## src/rtl/ram_pkg.sv

```systemverilog
// Shared types and default geometry for ram_master and its RAM.
// Holds the FSM state encoding and default MEM_WIDTH/MEM_DEPTH.
package ram_pkg;

  localparam int MEM_WIDTH_DEF = 16;
  localparam int MEM_DEPTH_DEF = 256;

  typedef enum logic [1:0] {
    IDLE    = 2'd0,
    RD_WAIT = 2'd1,
    RSP     = 2'd2
  } state_t;

endpackage

```

## src/rtl/ram_master_if.sv

```systemverilog
// CPU-facing request/response bundle for ram_master.
// master: load/store unit side; slave: ram_master side.
interface ram_master_if
  import ram_pkg::*;
#(
  parameter int MEM_WIDTH = MEM_WIDTH_DEF,
  parameter int MEM_DEPTH = MEM_DEPTH_DEF
);

  localparam int ADDR_WIDTH = $clog2(MEM_DEPTH);

  logic                  req_valid;
  logic                  req_ready;
  logic                  req_we;
  logic [ADDR_WIDTH-1:0] req_addr;
  logic [MEM_WIDTH-1:0]  req_wdata;
  logic                  rsp_valid;
  logic                  rsp_ready;
  logic [MEM_WIDTH-1:0]  rsp_rdata;
  logic                  rsp_err;

  modport master (
    output req_valid,
    output req_we,
    output req_addr,
    output req_wdata,
    output rsp_ready,
    input  req_ready,
    input  rsp_valid,
    input  rsp_rdata,
    input  rsp_err
  );

  modport slave (
    input  req_valid,
    input  req_we,
    input  req_addr,
    input  req_wdata,
    input  rsp_ready,
    output req_ready,
    output rsp_valid,
    output rsp_rdata,
    output rsp_err
  );

endinterface

```

## src/rtl/ram_master.sv

```systemverilog
// Request controller for a dual-port sync RAM: bus (req/rsp), wr_err,
// ram_w_en/addr/data and ram_r_en/addr out, ram_r_data in; clk, rst.
module ram_master
  import ram_pkg::*;
#(
  parameter int  MEM_WIDTH  = MEM_WIDTH_DEF,
  parameter int  MEM_DEPTH  = MEM_DEPTH_DEF,
  localparam int ADDR_WIDTH = $clog2(MEM_DEPTH)
) (
  input  logic                  clk,
  input  logic                  rst,
  ram_master_if.slave           bus,
  output logic                  wr_err,
  output logic                  ram_w_en,
  output logic                  ram_r_en,
  output logic [ADDR_WIDTH-1:0] ram_w_addr,
  output logic [ADDR_WIDTH-1:0] ram_r_addr,
  output logic [MEM_WIDTH-1:0]  ram_w_data,
  input  logic [MEM_WIDTH-1:0]  ram_r_data
);

  state_t               state;
  logic                 req_ready;
  logic                 rsp_valid;
  logic [MEM_WIDTH-1:0] rsp_rdata;
  logic                 rsp_err;
  logic                 pend_err;
  logic                 in_range;
  logic                 accept;
  logic                 wr_acc;
  logic                 rd_acc;

  // Only non-power-of-two depths can actually fail this.
  assign in_range = 32'(bus.req_addr) < 32'(MEM_DEPTH);

  // In RSP a new request rides on the response handshake.
  always_comb begin
    req_ready = 1'b0;
    unique case (state)
      IDLE:    req_ready = !rst;
      RSP:     req_ready = bus.rsp_ready && !rst;
      default: req_ready = 1'b0;
    endcase
  end

  assign accept = bus.req_valid && req_ready;
  assign wr_acc = accept && bus.req_we;
  assign rd_acc = accept && !bus.req_we;

  assign ram_w_en   = wr_acc && in_range;
  assign ram_r_en   = rd_acc && in_range;
  assign ram_w_addr = bus.req_addr;
  assign ram_r_addr = bus.req_addr;
  assign ram_w_data = bus.req_wdata;

  assign bus.req_ready = req_ready;
  assign bus.rsp_valid = rsp_valid;
  assign bus.rsp_rdata = rsp_rdata;
  assign bus.rsp_err   = rsp_err;

  always_ff @(posedge clk) begin
    if (rst) begin
      state     <= IDLE;
      rsp_valid <= 1'b0;
      rsp_rdata <= '0;
      rsp_err   <= 1'b0;
      wr_err    <= 1'b0;
      pend_err  <= 1'b0;
    end else begin
      wr_err <= wr_acc && !in_range;
      if (rd_acc) pend_err <= !in_range;
      unique case (state)
        IDLE: begin
          if (rd_acc) state <= RD_WAIT;
        end
        RD_WAIT: begin
          // Dropped reads never strobed the RAM, so its data is stale.
          rsp_valid <= 1'b1;
          rsp_rdata <= pend_err ? '0 : ram_r_data;
          rsp_err   <= pend_err;
          state     <= RSP;
        end
        RSP: begin
          if (bus.rsp_ready) begin
            rsp_valid <= 1'b0;
            state     <= rd_acc ? RD_WAIT : IDLE;
          end
        end
        default: state <= IDLE;
      endcase
    end
  end

endmodule

```

## src/flat_wrapper.sv

```systemverilog
// flat-port wrapper written by rule: the top's interface ports become plain ports
module ram_master_flat import ram_pkg::*;
#(
  parameter int  MEM_WIDTH  = MEM_WIDTH_DEF,
  parameter int  MEM_DEPTH  = MEM_DEPTH_DEF,
  localparam int ADDR_WIDTH = $clog2(MEM_DEPTH)
)
  (clk, rst, wr_err, ram_w_en, ram_r_en, ram_w_addr, ram_r_addr, ram_w_data, ram_r_data, bus_req_valid, bus_req_we, bus_req_addr, bus_req_wdata, bus_rsp_ready, bus_req_ready, bus_rsp_valid, bus_rsp_rdata, bus_rsp_err);
  ram_master_if #(.MEM_WIDTH(MEM_WIDTH), .MEM_DEPTH(MEM_DEPTH)) bus_i ();
  input  logic clk;
  input  logic rst;
  output logic wr_err;
  output logic ram_w_en;
  output logic ram_r_en;
  output logic [ADDR_WIDTH-1:0] ram_w_addr;
  output logic [ADDR_WIDTH-1:0] ram_r_addr;
  output logic [MEM_WIDTH-1:0] ram_w_data;
  input  logic [MEM_WIDTH-1:0] ram_r_data;
  input wire logic [$bits(bus_i.req_valid)-1:0] bus_req_valid;
  input wire logic [$bits(bus_i.req_we)-1:0] bus_req_we;
  input wire logic [$bits(bus_i.req_addr)-1:0] bus_req_addr;
  input wire logic [$bits(bus_i.req_wdata)-1:0] bus_req_wdata;
  input wire logic [$bits(bus_i.rsp_ready)-1:0] bus_rsp_ready;
  output wire logic [$bits(bus_i.req_ready)-1:0] bus_req_ready;
  output wire logic [$bits(bus_i.rsp_valid)-1:0] bus_rsp_valid;
  output wire logic [$bits(bus_i.rsp_rdata)-1:0] bus_rsp_rdata;
  output wire logic [$bits(bus_i.rsp_err)-1:0] bus_rsp_err;
  assign bus_i.req_valid = bus_req_valid;
  assign bus_i.req_we = bus_req_we;
  assign bus_i.req_addr = bus_req_addr;
  assign bus_i.req_wdata = bus_req_wdata;
  assign bus_i.rsp_ready = bus_rsp_ready;
  assign bus_req_ready = bus_i.req_ready;
  assign bus_rsp_valid = bus_i.rsp_valid;
  assign bus_rsp_rdata = bus_i.rsp_rdata;
  assign bus_rsp_err = bus_i.rsp_err;
  ram_master #(.MEM_WIDTH(MEM_WIDTH), .MEM_DEPTH(MEM_DEPTH)) u_core (.clk(clk), .rst(rst), .bus(bus_i), .wr_err(wr_err), .ram_w_en(ram_w_en), .ram_r_en(ram_r_en), .ram_w_addr(ram_w_addr), .ram_r_addr(ram_r_addr), .ram_w_data(ram_w_data), .ram_r_data(ram_r_data));
endmodule
```

## config.mk

```make
export PLATFORM = sky130hd
export DESIGN_NAME = ram_master_flat
export DESIGN_NICKNAME = d
export VERILOG_FILES = /design/src/rtl/ram_pkg.sv /design/src/rtl/ram_master_if.sv /design/src/rtl/ram_master.sv /design/src/flat_wrapper.sv
export SDC_FILE = /design/constraint.sdc
export NUM_CORES = 1
export LEC_CHECK = 0
export CAP_MARGIN = 20
export CORE_UTILIZATION = 29
export DETAILED_ROUTE_END_ITERATION = 10
export GPL_TIMING_DRIVEN = 0
export PLACE_DENSITY = 0.85
export SYNTH_ARGS = -nofsm -noshare
export SYNTH_HDL_FRONTEND = slang
export SYNTH_SLANG_ARGS = --single-unit
```

## constraint.sdc

```tcl
create_clock -name clk -period 1.3 [get_ports clk]
set_input_delay 0.13 -clock clk [delete_from_list [all_inputs] [get_ports clk]]
set_output_delay 0.13 -clock clk [all_outputs]
set_load 0.03 [all_outputs]
```

==> implementation parameters, run 1 <==
Parameter                              Value

Critical path
  Kind of critical path    reg2out
  Required time of the critical path    1.17 ns
  Crit path cell chain    nor2b_4 -> nor3_4 -> and3b_2 -> buf_6
  Critical Path Source Type    register
  Data arrival time at the worst-slack endpoint    1.24 ns
  Worst R2R Setup Slack    0.14 ns
  Worst Path Max Fanout    4
  Cell at the slowest stage of the critical path    dfxtp_2
  Setup crit end kind    primary output
  Slowest Stage Delay on Critical Path    0.34 ns

Clock network
  CTS clock-pin slew for the worst setup and hold paths    0.10 ns
  Max Buffers Root-to-Sink    2
  Htree depth    1
  Cts hold-fix bufs    0
  Clock tree from TritonCTS    built
  Clock tree sinks    19
  Clock insertion delay at the later pin of the skew report    0.29 ns
  Cell at the root of the clock tree    clkbuf_4
  Clock buffer count from CTS    3

Timing
  Number of slew-limit violations in the final report    0
  Count of final hold-check violations    0
  RSZ-0062 raised after global routing    true
  Worst path setup slack after routing    -0.0672 ns
  Final TNS setup    -0.120 ns
  Setup violators final    2
  Final hold slack    0.154 ns
  Clock skew after layout    0.00251 ns
  Period utilization    1.05
  Fmax    0.731 GHz
  Clock period minus worst slack    1.37 ns

Final layout
  Area of the multi-input gates    308 um2
  Share of post-route cells with drive strength above 1    0.258
  Filler instances    309
  Flip-flop and latch area    383 um2
  Leading cell types in the layout, fill and taps excluded    clkdlybuf4s50_1, buf_4, nand2_1
  Antenna Cells    0
  Post-route standard cell area excluding fillers    1760 um2
  Post-synthesis to final-layout area growth    82.4%
  Leading cell type in the layout, fill and taps excluded    clkdlybuf4s50_1
  Number of non-filler instances in the completed layout    242
  Count of nets after finishing    244
  Final Core Density    0.569

Floorplan
  Die width    59.8 um
  I/O pin count    99
  Row Count    20
  Initial Utilization    0.312
  Area of the die    3570 um2
  Floorplan die height    59.8 um
  Area of the core    3100 um2

Global route
  First-pass GRT wire length    3510 um
  Antenna violations before repair    0
  Vias in the first global route    811
  Global-route usage over all layers    0.129
  Global-route congestion overflow total    0
  Pin count of the biggest net entering global routing    11

Detailed routing
  Number of vias after detailed routing    990
  Average wire per cell in the routed design    9.89 um
  Number of detailed-route iterations in the first pass    4
  Drt initial violations    33
  Post-Route WL    2390 um
  Remaining antenna violation count after routing    0
  Residual DRC count    0
  Via-per-instance ratio    4.09

Placement
  Buffers on Ports    71
  Detailed placement HPWL    1930 um
  Cell count after placement    237
  Routability congestion estimate    0.662
  Worst setup timing slack at the placement stage    -0.545 ns
  Post-detailed-placement cell area    1740 um2

Synth
  Synthesized area per cell    7.99 um2
  Synth Cell Area    967 um2
  Number of warnings printed during yosys synthesis    0
  Number of library cell types mapped by synthesis    15
  Flop and latch count out of synthesis    19
  Synthesized netlist cell count    121
  Portion of the post-synthesis area used by sequential elements    0.393

Outcome
  Status    complete, but fails checks
  Failing checks    setup timing

Pwr
  Total power draw    1.41 mW
  Power density normalized to cell area    798 nW/um2
  Worst VDD drop    0.377 mV
  Leak    0.807 nW

Job
  Number of maximum-capacitance violations    0

Min path
  Min-Delay Path Class    in2reg
-- kinds of logic after synthesis --
logic type / after synthesis / share of synthesized area
AO/OA/AOI/OAI: 18 / 0.0931
other: 1 / 0.00388
flip-flops: 19 / 0.393
buffers and inverters: 40 / 0.308
AND/OR/NAND/NOR: 43 / 0.202
-- state kept, by name, summed over array words and instances (netlist names) --
| register | cells |
|---|---|
| u_core.bus.rsp_valid | 1 |
| u_core.bus.rsp_rdata | 16 |
| u_core.state | 2 |
-- where the power goes --
| group | internal [mW] | leakage (nW) | switching [mW] | total (mW) |
|---|---|---|---|---|
| combinational | 0.252 | 0.637 | 0.248 | 0.500 |
| clock | 0.119 | 0.0150 | 0.175 | 0.294 |
| sequential | 0.603 | 0.155 | 0.0105 | 0.613 |
-- layer usage --
metal | routed length [um] | vias up | global-route usage
met5 | 0 | - | 0
met4 | 0 | 0 | 0.0299
met3 | 149 | 0 | 0.0411
met2 | 1340 | 42 | 0.238
met1 | 898 | 449 | 0.141
li1 | - | 499 | -
-- Yosys cell counts --
library cell   n  share of area
buf_6          1          0.012
clkbuf_1       1         0.0039
nor3_2         1          0.010
nand2b_1       2          0.013
nor3_1         1         0.0052
and3b_1        2          0.018
nand2_1       33           0.13
buf_2          1         0.0052
dfxtp_1       19           0.39
and2b_1        1         0.0078
buf_4         37           0.29
nor2b_1        2          0.013
a21oi_1       18          0.093
conb_1         1         0.0039
and3_1         1         0.0065
-- area by class of cell --
cell class                      instances  share of cell area
Buffer                                 40               0.169
Tap cell                               44              0.0312
Timing Repair Buffer                   72               0.394
Multi-Input combinational cell         63               0.174
Sequential cell                        19               0.217
Clock buffer                            4              0.0149
-- worst max-delay path: cells and delay by family, from the launching register on --
| kind | cells | cell delay, ns |
|---|---|---|
| AND/OR/NAND/NOR | 3 | 0.49 |
| buffers and inverters | 1 | 0.12 |
| flip-flops | 1 | 0.34 |
-- path summary, 6_finish.rpt --
path,to,cells past startpoint,from
worst max register to register,u_core.bus.rsp_rdata[5],6,u_core.state[1]
worst max-delay path,ram_r_en,4,u_core.state[1]
worst min register to register,u_core.bus.rsp_rdata[14],2,u_core.bus.rsp_rdata[14]
worst min-delay path,u_core.bus.rsp_rdata[10],2,rst
-- timing repair --
action / CTS / global route
setup endpoints to repair: 20 / 3
cloned: 0 / 0
buffers inserted: 0 / 1
pin swaps: 1 / 1
gates resized for setup: 39 / 1
No activity file was read; power rests on OpenSTA's default activity.
==> run 2, diff against run 1 <==
- CTS_CLUSTER_DIAMETER: default -> 80
==> results of run 2 <==
The final DEF is identical to that of run 1; final timing and power are the same.
